--- src/rtl/fd_pipe_reg_if.sv ---
// F->D pipeline register bus: fetch-side inputs, hazard/CP0 controls and the
// latched D-stage entry. slave = the register itself, master = its environment.
interface fd_pipe_reg_if;
  logic [31:0] instr_f;
  logic [31:0] pc_f;
  logic        stall;
  logic        exc_flush;
  logic        jump_d;
  logic        eret_d;
  logic [31:0] instr_d;
  logic [31:0] pc_d;
  logic [4:0]  exccode_d;
  logic        bd_d;
  logic        valid_d;

  modport master (
    output instr_f, pc_f, stall, exc_flush, jump_d, eret_d,
    input  instr_d, pc_d, exccode_d, bd_d, valid_d
  );

  modport slave (
    input  instr_f, pc_f, stall, exc_flush, jump_d, eret_d,
    output instr_d, pc_d, exccode_d, bd_d, valid_d
  );
endinterface

--- src/rtl/fd_pipe_reg.sv ---
// Fetch/decode pipeline register with AdEL tagging, delay-slot flag and
// flush/stall/eret-annul resolution. Define FD_ADDR_CHECK_EN to enable AdEL checks.
module fd_pipe_reg #(
  parameter logic [31:0] TEXT_BASE = 32'h0000_3000,
  parameter logic [31:0] TEXT_TOP  = 32'h0000_6FFC,
  parameter logic [31:0] BUBBLE_PC = 32'h0000_0000
) (
  input logic           clk,
  input logic           reset,
  fd_pipe_reg_if.slave  bus
);

  typedef struct packed {
    logic [31:0] instr;
    logic [31:0] pc;
    logic [4:0]  exccode;
    logic        bd;
    logic        valid;
  } fd_entry_t;

  localparam logic [4:0] EXC_NONE = 5'd0;
  localparam logic [4:0] EXC_ADEL = 5'd4;

`ifdef FD_ADDR_CHECK_EN
  localparam logic ADDR_CHK_EN = 1'b1;
`else
  localparam logic ADDR_CHK_EN = 1'b0;
`endif

  localparam fd_entry_t BUBBLE = '{
    instr:   32'd0,
    pc:      BUBBLE_PC,
    exccode: EXC_NONE,
    bd:      1'b0,
    valid:   1'b0
  };

  fd_entry_t entry_q;
  fd_entry_t load_val;
  logic      annul_pend;
  logic      misalign, below, above, fault_f;

  // Unsigned 32-bit bounds; no PC arithmetic, so 0xFFFF_FFFC is simply out of range.
  assign misalign = |bus.pc_f[1:0];
  assign below    = bus.pc_f < TEXT_BASE;
  assign above    = bus.pc_f > TEXT_TOP;
  assign fault_f  = ADDR_CHK_EN & (misalign | below | above);

  always_comb begin
    load_val         = BUBBLE;
    load_val.instr   = fault_f ? 32'd0 : bus.instr_f;
    load_val.pc      = bus.pc_f;
    load_val.exccode = fault_f ? EXC_ADEL : EXC_NONE;
    load_val.bd      = bus.jump_d;
    load_val.valid   = 1'b1;
  end

  // annul_pend remembers an eret that sat in D under stall, so its PC+4
  // fetch is still annulled on the first edge that actually moves.
  always_ff @(posedge clk or negedge reset) begin
    if (!reset) begin
      entry_q    <= BUBBLE;
      annul_pend <= 1'b0;
    end else if (bus.exc_flush) begin
      entry_q    <= BUBBLE;
      annul_pend <= 1'b0;
    end else if (bus.stall) begin
      if (bus.eret_d) annul_pend <= 1'b1;
    end else if (bus.eret_d || annul_pend) begin
      entry_q    <= BUBBLE;
      annul_pend <= 1'b0;
    end else begin
      entry_q    <= load_val;
    end
  end

  assign bus.instr_d   = entry_q.instr;
  assign bus.pc_d      = entry_q.pc;
  assign bus.exccode_d = entry_q.exccode;
  assign bus.bd_d      = entry_q.bd;
  assign bus.valid_d   = entry_q.valid;

endmodule

--- src/flat_wrapper.sv ---
// flat-port wrapper written by rule: the top's interface ports become plain ports
module fd_pipe_reg_flat 
#(
  parameter logic [31:0] TEXT_BASE = 32'h0000_3000,
  parameter logic [31:0] TEXT_TOP  = 32'h0000_6FFC,
  parameter logic [31:0] BUBBLE_PC = 32'h0000_0000
)
  (clk, reset, bus_instr_f, bus_pc_f, bus_stall, bus_exc_flush, bus_jump_d, bus_eret_d, bus_instr_d, bus_pc_d, bus_exccode_d, bus_bd_d, bus_valid_d);
  fd_pipe_reg_if bus_i ();
  input logic clk;
  input logic reset;
  input wire logic [$bits(bus_i.instr_f)-1:0] bus_instr_f;
  input wire logic [$bits(bus_i.pc_f)-1:0] bus_pc_f;
  input wire logic [$bits(bus_i.stall)-1:0] bus_stall;
  input wire logic [$bits(bus_i.exc_flush)-1:0] bus_exc_flush;
  input wire logic [$bits(bus_i.jump_d)-1:0] bus_jump_d;
  input wire logic [$bits(bus_i.eret_d)-1:0] bus_eret_d;
  output wire logic [$bits(bus_i.instr_d)-1:0] bus_instr_d;
  output wire logic [$bits(bus_i.pc_d)-1:0] bus_pc_d;
  output wire logic [$bits(bus_i.exccode_d)-1:0] bus_exccode_d;
  output wire logic [$bits(bus_i.bd_d)-1:0] bus_bd_d;
  output wire logic [$bits(bus_i.valid_d)-1:0] bus_valid_d;
  assign bus_i.instr_f = bus_instr_f;
  assign bus_i.pc_f = bus_pc_f;
  assign bus_i.stall = bus_stall;
  assign bus_i.exc_flush = bus_exc_flush;
  assign bus_i.jump_d = bus_jump_d;
  assign bus_i.eret_d = bus_eret_d;
  assign bus_instr_d = bus_i.instr_d;
  assign bus_pc_d = bus_i.pc_d;
  assign bus_exccode_d = bus_i.exccode_d;
  assign bus_bd_d = bus_i.bd_d;
  assign bus_valid_d = bus_i.valid_d;
  fd_pipe_reg #(.TEXT_BASE(TEXT_BASE), .TEXT_TOP(TEXT_TOP), .BUBBLE_PC(BUBBLE_PC)) u_core (.clk(clk), .reset(reset), .bus(bus_i));
endmodule
--- config.mk ---
export PLATFORM = sky130hd
export DESIGN_NAME = fd_pipe_reg_flat
export DESIGN_NICKNAME = d
export VERILOG_FILES = /design/src/rtl/fd_pipe_reg_if.sv /design/src/rtl/fd_pipe_reg.sv /design/src/flat_wrapper.sv
export SDC_FILE = /design/constraint.sdc
export NUM_CORES = 1
export LEC_CHECK = 0
export CAP_MARGIN = 20
export CORE_UTILIZATION = 45
export DETAILED_ROUTE_END_ITERATION = 7
export PLACE_DENSITY = 0.86
export SLEW_MARGIN = 20
export SYNTH_ARGS = -nofsm -noshare
export SYNTH_HDL_FRONTEND = slang
export SYNTH_SLANG_ARGS = --single-unit
--- constraint.sdc ---
create_clock -name clk -period 4.5 [get_ports clk]
set_clock_uncertainty 0.1 [all_clocks]
set_input_delay 1.35 -clock clk [delete_from_list [all_inputs] [get_ports clk]]
set_output_delay 1.35 -clock clk [all_outputs]
set_load 0.01 [all_outputs]
==> metrics.txt, run 1 <==
outcome complete, no violations; # setup viols final 0; Clock power frac between 30% and 40%; Num CTS Buffers 9; WP data required 3.05 ns; synth unique cells 15; max_slew headroom between 20% and 30%; critical path class reg2out; Overflow after GRT 0; startpoint types flip-flop; commonest cells after routing, fill and taps aside clkdlybuf4s50_1 (131), nand2_1 (66), a21oi_1 (66), dfrtp_1 (66), or4b_1 (65); register bit count reported by yosys 67; Fmax achieved ~0.37 GHz; DIE HEIGHT ~86 um; crit-path max FO 2; Reg2Reg Launch Point u_core.annul_pend; layout cell share with drive strength beyond 1 about 4.7%; Final Critical Period 2.699 ns; DRT Wirelength about 7.5 mm; min-delay src u_core.bus.instr_d[2]; Power Internal between 0.0009 and 0.001 W; via/cell ratio roughly 5.1; Yosys warning total 0; setup repair bufs after CTS 0; crit end category output port; wire length per cell 14.47 um; DP HPWL roughly 4.6 mm; DRT iter0 DRCs roughly 130; worst slew pin tran 1.061 ns; All-Layer GR Usage between 20% and 30%; Cell Pwr Density 279.9 nW/um^2; most common cell after layout, fill and taps aside clkdlybuf4s50_1; Crit. path cell count 1; clock tree buffer depth 2; io pins approximately 140; CP top delay family buffers and inverters; Syn Std Cell Area roughly 3100 um^2; Final nets 489; core footprint 6794 um^2; Slowest-stage cell, CP clkdlybuf4s50_1; Leak approximately 1.8 nW; delay of the slowest cell on the worst path ~0.55 ns; Starting Density 46.35%; clk slew on worst S/H paths around 0.06 ns; cts repair resizes 0; Final Max Slew Viols 0; max cap viols 0; I/O Buffers roughly 140; clock sink count 67; Flop pwr share 50.0%; flop-to-flop setup slack roughly 2.8 ns; Post-Layout Cell Count approximately 520; Rows 30; Hold EP u_core.bus.instr_d[2]; setup_tns 0 ns; Diodes inserted 0; post-route ant nets 0; length in cells of the worst reg-to-reg path 2; CTS tree yes; cts hold-fix bufs 0; switching part of the total power a little under a quarter; vias in the first global route 2456; critical path arrival ~1.3 ns; hold crit path type reg2reg; Final Cycle Share ~60%; sw power 0.0003078 W; clock latency at the later pin of the worst-skew pair between 0.3 and 0.4 ns; die area approximately 7300 um^2; synth-to-layout area growth 45.61%; Buf/Inv on CP 1; vias 2672; crit path cell chain clkdlybuf4s50_1; clock root buffer clkbuf_8; GP Congestion 0.6875; first-pass GRT wire length about 12 mm; Mapped Avg Cell Area 10.22 um^2; H-tree depth 3; DRT Pass-1 Iters 4; post-synthesis sequential area ratio a little over half; Peak VDD IR between 150 and 200 uV; WHS Path Cells 2; RSZ-0062 raised after global routing no; initial antenna violation count 0; placed insts about 500; final hold violation count 0; Fillers about 570; reg-to-reg endpoint u_core.bus.pc_d[23]; Syn Inst Count approximately 310; DRC Markers 0; Comb power frac between 15 and 20%; Die X around 86 um; largest net degree at the start of global routing 134
## tightest hold or removal path: cells and delay by family, from the launching register on
family | cells | cell delay [ns]
AOI/OAI and AO/OA | 1 | 0.05
DFF | 1 | 0.37
and+or+nand+nor | 1 | 0.06
## flip-flops by register name, indices dropped and copies added (netlist names)
signal              count
u_core.annul_pend       1
u_core.bus.instr_d     32
u_core.bus.bd_d         1
u_core.bus.pc_d        32
u_core.bus.valid_d      1
## worst max-delay path by stage
stage	to	slack, ns	start
after floorplan	u_core.bus.pc_d[10]	2.12	bus_eret_d
after global routing	bus_instr_d[12]	1.76	u_core.bus.instr_d[12]
after detailed placement	u_core.bus.pc_d[30]	1.71	bus_eret_d
after CTS	bus_instr_d[5]	1.78	u_core.bus.instr_d[5]
after global placement	u_core.bus.instr_d[21]	1.75	bus_eret_d
final	bus_instr_d[5]	1.80	u_core.bus.instr_d[5]
## stage by stage
step	hold WS, ns	cell area, um^2	power [W]	setup slack (ns)	util, %
final	0.4303	4586	0.001284	1.801	67.50
after global routing	0.4512	4586	0.001341	1.761	67.50
after CTS	0.4341	4586	0.001299	1.783	67.50
after detailed placement	0.4234	4407	0.0008488	1.711	64.86
after global placement	0.4180	4404	0.0008458	1.753	64.83
after floorplan	0.4580	3164	0.0007337	2.117	-
## cells in the mapped netlist, drive strengths merged
master	n	area [um^2]
a21oi	66	330.3
buf	19	125.1
clkbuf	20	85.08
conb	1	3.750
dfrtp	67	1677
dlymetal6s2s	1	12.51
nand2	66	247.7
nor2	1	3.750
nor3b	1	7.510
or3	1	6.260
or4b	65	650.6
## per-layer routing
| layer | part of all wire (%) | vias to the layer above | wire, um | track usage, % |
|---|---|---|---|---|
| met4 | 1.1 | 0 | 86 | 8.030 |
| met3 | 6.1 | 8 | 457 | 4.716 |
| met5 | 0 | - | 0 | 0 |
| met2 | 48 | 98 | 3625 | 34.33 |
| met1 | 44 | 1249 | 3341 | 26.95 |
| li1 | - | 1317 | - | - |
## power groups by stage
stage                     combinational [W]  sequential [W]  clock, W
final                              0.000195        0.000641  0.000447
after detailed placement           0.000197        0.000652         0
after global placement             0.000194        0.000652         0
after CTS                          0.000198        0.000641  0.000460
after floorplan                   0.0000779        0.000656         0
after global routing               0.000213        0.000644  0.000485
## layout make-up
| type | count | area [um^2] | share of cell area (%) |
|---|---|---|---|
| clock buffers | 13 | 168.9 | 3.683 |
| clock inverters | 2 | 10.01 | 0.2183 |
| multi-input cells | 205 | 1265 | 27.59 |
| flip-flops and latches | 67 | 1678 | 36.59 |
| well taps | 96 | 120.1 | 2.619 |
| repair buffers | 136 | 1344 | 29.30 |
## logic make-up (layout without fill, tap and decap cells)
kind of cell	Yosys count	after routing	synth area share [%]
compound gates	66	66	10.49
flops	67	67	53.24
buf+inv	40	151	7.072
simple gates	134	134	29.08
other cells	1	5	0.1191
No activity file was read; power rests on OpenSTA's default activity.
==> run 2, diff against run 1 <==
--- a/config.mk
+++ b/config.mk
@@ -6,9 +6,9 @@
 export NUM_CORES = 1
 export LEC_CHECK = 0
 export CAP_MARGIN = 20
-export CORE_UTILIZATION = 45
+export CORE_UTILIZATION = 38
 export DETAILED_ROUTE_END_ITERATION = 7
-export PLACE_DENSITY = 0.86
+export PLACE_DENSITY = 0.77
 export SLEW_MARGIN = 20
 export SYNTH_ARGS = -nofsm -noshare
 export SYNTH_HDL_FRONTEND = slang
==> constraint.sdc (replaced) <==
create_clock -name clk -period 2.34 [get_ports clk]
set_clock_uncertainty 0.1 [all_clocks]
set_input_delay 0.702 -clock clk [delete_from_list [all_inputs] [get_ports clk]]
set_output_delay 0.702 -clock clk [all_outputs]
set_load 0.01 [all_outputs]
==> metrics.txt, run 2 (same netlist as run 1, synthesis figures left out) <==
Buf/Inv on CP 1 (unchanged); Final nets 492 (+0.61%); final hold violation count 0 (unchanged); Num CTS Buffers 9 (unchanged); Fillers 685 (+19%); RSZ-0062 raised after global routing no; vias 2676 (+0.15%); delay of the slowest cell on the worst path 0.56 ns (about the same); crit end category output port; WP data required 1.54 ns (-1.51 ns); first-pass GRT wire length 12.56 mm (+4.2%); Starting Density 39.93% (-6.4 points); io pins 141 (unchanged); most common cell after layout, fill and taps aside clkdlybuf4s50_1; # setup viols final 0 (unchanged); crit path cell chain clkdlybuf4s50_1; All-Layer GR Usage 18.47% (-2.4 points); outcome complete, no violations; register area 1678 um^2 (unchanged); Final Cycle Share approximately 87%; Post-Layout Cell Count 528 (+1.7%); clock sink count 67 (unchanged); Overflow after GRT 0 (unchanged); multi-input logic area 1265 um^2 (unchanged); Slowest-stage cell, CP clkdlybuf4s50_1; clock latency at the later pin of the worst-skew pair 0.32 ns (about the same); DRT iter0 DRCs 125 (-6.7%); placed insts 513 (+1.8%); H-tree depth 3 (unchanged); wire length per cell 14.62 um (+1.1%); via/cell ratio 5.068 (-1.6%); startpoint types flip-flop; initial antenna violation count 0 (unchanged); critical path class reg2out; worst slew pin tran 1.054 ns (-0.006481 ns); DRT Wirelength 7.721 mm (+2.8%); Final Instance Area 4653 um^2 (+1.5%); post-place setup slack 0.2097 ns (-1.501 ns); Peak VDD IR 216.9 uV (+29%); Die X 93.04 um (+8.6%); layout cell share with drive strength beyond 1 5.399% (+0.67 points); commonest cells after routing, fill and taps aside clkdlybuf4s50_1 (131), nand2_1 (66), a21oi_1 (66), dfrtp_1 (66), or4b_1 (65); GP Congestion 0.6981 (+1.5%); max_slew headroom 29.71% (+0.43 points); crit-path max FO 2 (unchanged); core footprint 7888 um^2 (+16%); vias in the first global route 2535 (+3.2%); CTS tree yes; Diodes inserted 0 (unchanged); synth-to-layout area growth 47.76%; DP HPWL 4.883 mm (+7.2%); post-route ant nets 0 (unchanged); Final Max Slew Viols 0 (unchanged); largest net degree at the start of global routing 131 (-2.2%); setup slack after layout 0.3034 ns (-1.498 ns); Cell Area, Placed 4474 um^2 (+1.5%); die area 8656 um^2 (+18%); DIE HEIGHT 93.04 um (+8.6%); Leak 1.855 nW (+1.5%); DRT Pass-1 Iters 4 (unchanged); hold slack 0.2208 ns (-0.2095 ns); Rows 32 (+6.7%); clock tree buffer depth 2 (unchanged); cts repair resizes 0 (unchanged); critical path arrival 1.23 ns (-0.02 ns); cts hold-fix bufs 0 (unchanged); clock root buffer clkbuf_8; I/O Buffers 135 (unchanged); CP top delay family buffers and inverters; Fmax achieved 0.4910 GHz; Cell Pwr Density 533.1 nW/um^2 (+90%); hold crit path type in2async; max cap viols 0 (unchanged); clk slew on worst S/H paths 0.07 ns (about the same); setup repair bufs after CTS 0 (unchanged); Final Critical Period between 2 and 2.5 ns; DRC Markers 0 (unchanged); setup_tns 0 ns (unchanged)
[run 2: final timing paths]
kind / start / to / slack, ns / cells after the start
hold / removal: reset / u_core.bus.pc_d[20] / 0.22 / 1
hold reg to reg: u_core.bus.valid_d / u_core.bus.valid_d / 0.43 / 2
setup / recovery: u_core.bus.instr_d[13] / bus_instr_d[13] / 0.30 / 1
max in group asynchronous: reset / u_core.annul_pend / 1.37 / 2
setup reg to reg: u_core.annul_pend / u_core.bus.pc_d[7] / 0.67 / 2
min in group clk: u_core.bus.valid_d / u_core.bus.valid_d / 0.43 / 2
[run 2: stage by stage]
stage / util, % / power (W)
after floorplan: - / 0.001411
after global placement: 56.73 / 0.001644
after detailed placement: 56.73 / 0.001648
after CTS: 58.99 / 0.002517
after global routing: 58.99 / 0.002607
final: 58.99 / 0.002481
[run 2: routing by layer]
layer,track usage [%],share of wire [%],vias to the layer above
met5,0,0,-
met4,6.154,0.92,0
met3,4.715,6.2,5
met2,27.33,47,94
met1,26.39,46,1251
li1,-,-,1326
[run 2: final cells by class]
class	instances	area share, %
timing repair buffer	139	30.17
clock inverter	2	0.2151
clock buffer	13	3.630
multi-input combinational	205	27.18
tap	102	2.743
sequential	67	36.06
[run 2: power breakdown]
part | internal (W) | total [W] | switching, W
Combinational | 0.000225 | 0.000388 | 0.000163
Sequential | 0.00120 | 0.00123 | 0.0000347
Clock | 0.000463 | 0.000859 | 0.000396
==> run 3, diff against run 2 <==
--- a/config.mk
+++ b/config.mk
@@ -9,7 +9,7 @@
 export CORE_UTILIZATION = 38
 export DETAILED_ROUTE_END_ITERATION = 7
 export PLACE_DENSITY = 0.77
-export SLEW_MARGIN = 20
+export SLEW_MARGIN = 30
 export SYNTH_ARGS = -nofsm -noshare
 export SYNTH_HDL_FRONTEND = slang
 export SYNTH_SLANG_ARGS = --single-unit
==> metrics.txt, run 3 (same netlist as run 1, synthesis figures left out) <==
delay of the slowest cell on the worst path 0.56 ns (about the same); Overflow after GRT 0 (unchanged); clock latency at the later pin of the worst-skew pair 0.32 ns (about the same); flop-to-flop setup slack 0.67 ns (about the same); Final Cycle Share 86.98% (about the same); Diodes inserted 0 (unchanged); clk slew on worst S/H paths 0.07 ns (about the same); max cap viols 0 (unchanged); core footprint 7888 um^2 (unchanged); cts repair resizes 0 (unchanged); clock tree buffer depth 2 (unchanged); setup_tns 0 ns (unchanged); max_slew headroom 38.88% (+9.2 points); Final Max Slew Viols 0 (unchanged); placed insts 513 (unchanged); DRT Pass-1 Iters 6 (+2); vias 2678 (+0.075%); commonest cells after routing, fill and taps aside clkdlybuf4s50_1 (131), nand2_1 (66), a21oi_1 (66), dfrtp_1 (66), or4b_1 (65); Final Critical Period 2.035 ns (-0.001362 ns); critical path arrival 1.23 ns (about the same); Cell Pwr Density 533.1 nW/um^2 (about the same); Final nets 492 (unchanged); Die X 93.04 um (unchanged); worst slew pin tran 0.9168 ns (-0.1376 ns); Leak 1.856 nW (about the same); Pwr Total 0.002482 W (about the same); largest net degree at the start of global routing 131 (unchanged); reg-to-reg endpoint u_core.bus.pc_d[7]; # setup viols final 0 (unchanged); startpoint types flip-flop; clock sink count 67 (unchanged); vias in the first global route 2535 (unchanged); Rows 32 (unchanged); DRT Wirelength 7.737 mm (+0.21%); critical path class reg2out; GP Congestion 0.6981 (unchanged); DRC Markers 0 (unchanged); synth-to-layout area growth 47.87% (about the same); CTS tree yes; post-route ant nets 0 (unchanged); Fillers 684 (-0.15%); RSZ-0062 raised after global routing no; I/O Buffers 135 (unchanged); Buf/Inv on CP 1 (unchanged); setup repair bufs after CTS 0 (unchanged); crit end category output port; via/cell ratio 5.072 (about the same); crit-path max FO 2 (unchanged); DRT iter0 DRCs 124 (-0.80%); io pins 141 (unchanged); All-Layer GR Usage 18.47% (unchanged); crit path cell chain clkdlybuf4s50_1; most common cell after layout, fill and taps aside clkdlybuf4s50_1; wire length per cell 14.65 um (+0.21%); Reg2Reg Launch Point u_core.annul_pend; WP data required 1.54 ns (about the same); length in cells of the worst reg-to-reg path 2 (unchanged); clock root buffer clkbuf_8; die area 8656 um^2 (unchanged); final hold violation count 0 (unchanged); CP top delay family buffers and inverters; layout cell share with drive strength beyond 1 5.399% (unchanged); DP HPWL 4.883 mm (unchanged); hold crit path type in2async; first-pass GRT wire length 12.56 mm (unchanged); Num CTS Buffers 9 (unchanged); Slowest-stage cell, CP clkdlybuf4s50_1; Post-Layout Cell Count 528 (unchanged); Fmax achieved 0.4913 GHz (about the same); initial antenna violation count 0 (unchanged); H-tree depth 3 (unchanged); hold slack 0.2200 ns (-0.0007740 ns); outcome complete, no violations; Starting Density 39.93% (unchanged); Peak VDD IR 217.9 uV (+0.46%); cts hold-fix bufs 0 (unchanged); DIE HEIGHT 93.04 um (unchanged)
==> run 3: changes by cell type in the layout (fill, tap and decap cells not counted) <==
cell | before | now
buf_4 | 3 | 2
buf_6 | 0 | 1
==> run 3: worst max-delay path by stage <==
stage | slack [ns] | end | start | cells after the start
2_1_floorplan | 0.60 | u_core.bus.pc_d[10] | bus_eret_d | 4
3_3_place_gp | 0.25 | u_core.bus.pc_d[5] | bus_stall | 4
3_5_place_dp | 0.21 | u_core.bus.pc_d[3] | bus_stall | 4
4_1_cts | 0.27 | bus_instr_d[13] | u_core.bus.instr_d[13] | 1
5_1_grt | 0.24 | bus_instr_d[12] | u_core.bus.instr_d[12] | 1
6_report | 0.30 | bus_instr_d[13] | u_core.bus.instr_d[13] | 1
==> run 3: per-layer routing <==
layer	track usage, %	wire, um	up-vias
li1	-	-	1327
met1	26.39	3562	1257
met2	27.33	3626	89
met3	4.715	476	5
met4	6.154	71	0
met5	0	0	-
==> run 3: cell type report <==
class	count	area, um^2	area share [%]
multi-input cells	205	1265	27.16
clock buffers	13	168.9	3.627
clock inverters	2	10.01	0.2149
well taps	102	127.6	2.740
flip-flops and latches	67	1678	36.03
repair buffers	139	1408	30.23
==> run 3: metrics by stage <==
| stage | utilization [%] | area, um^2 | worst slack [ns] |
|---|---|---|---|
| 6_report | 59.04 | 4657 | 0.3048 |
| 3_5_place_dp | 56.73 | 4474 | 0.2097 |
| 5_1_grt | 59.04 | 4657 | 0.2396 |
| 2_1_floorplan | - | 3164 | 0.6050 |
| 4_1_cts | 58.99 | 4653 | 0.2744 |
| 3_3_place_gp | 56.73 | 4474 | 0.2541 |
==> run 3: power by group <==
part	total [W]	leakage (nW)	switching [W]	internal, W
clock network	0.000860	0.0953	0.000397	0.000463
logic	0.000389	0.846	0.000163	0.000226
registers	0.00123	0.915	0.0000349	0.00120
total	0.00248	1.86	0.000595	0.00189
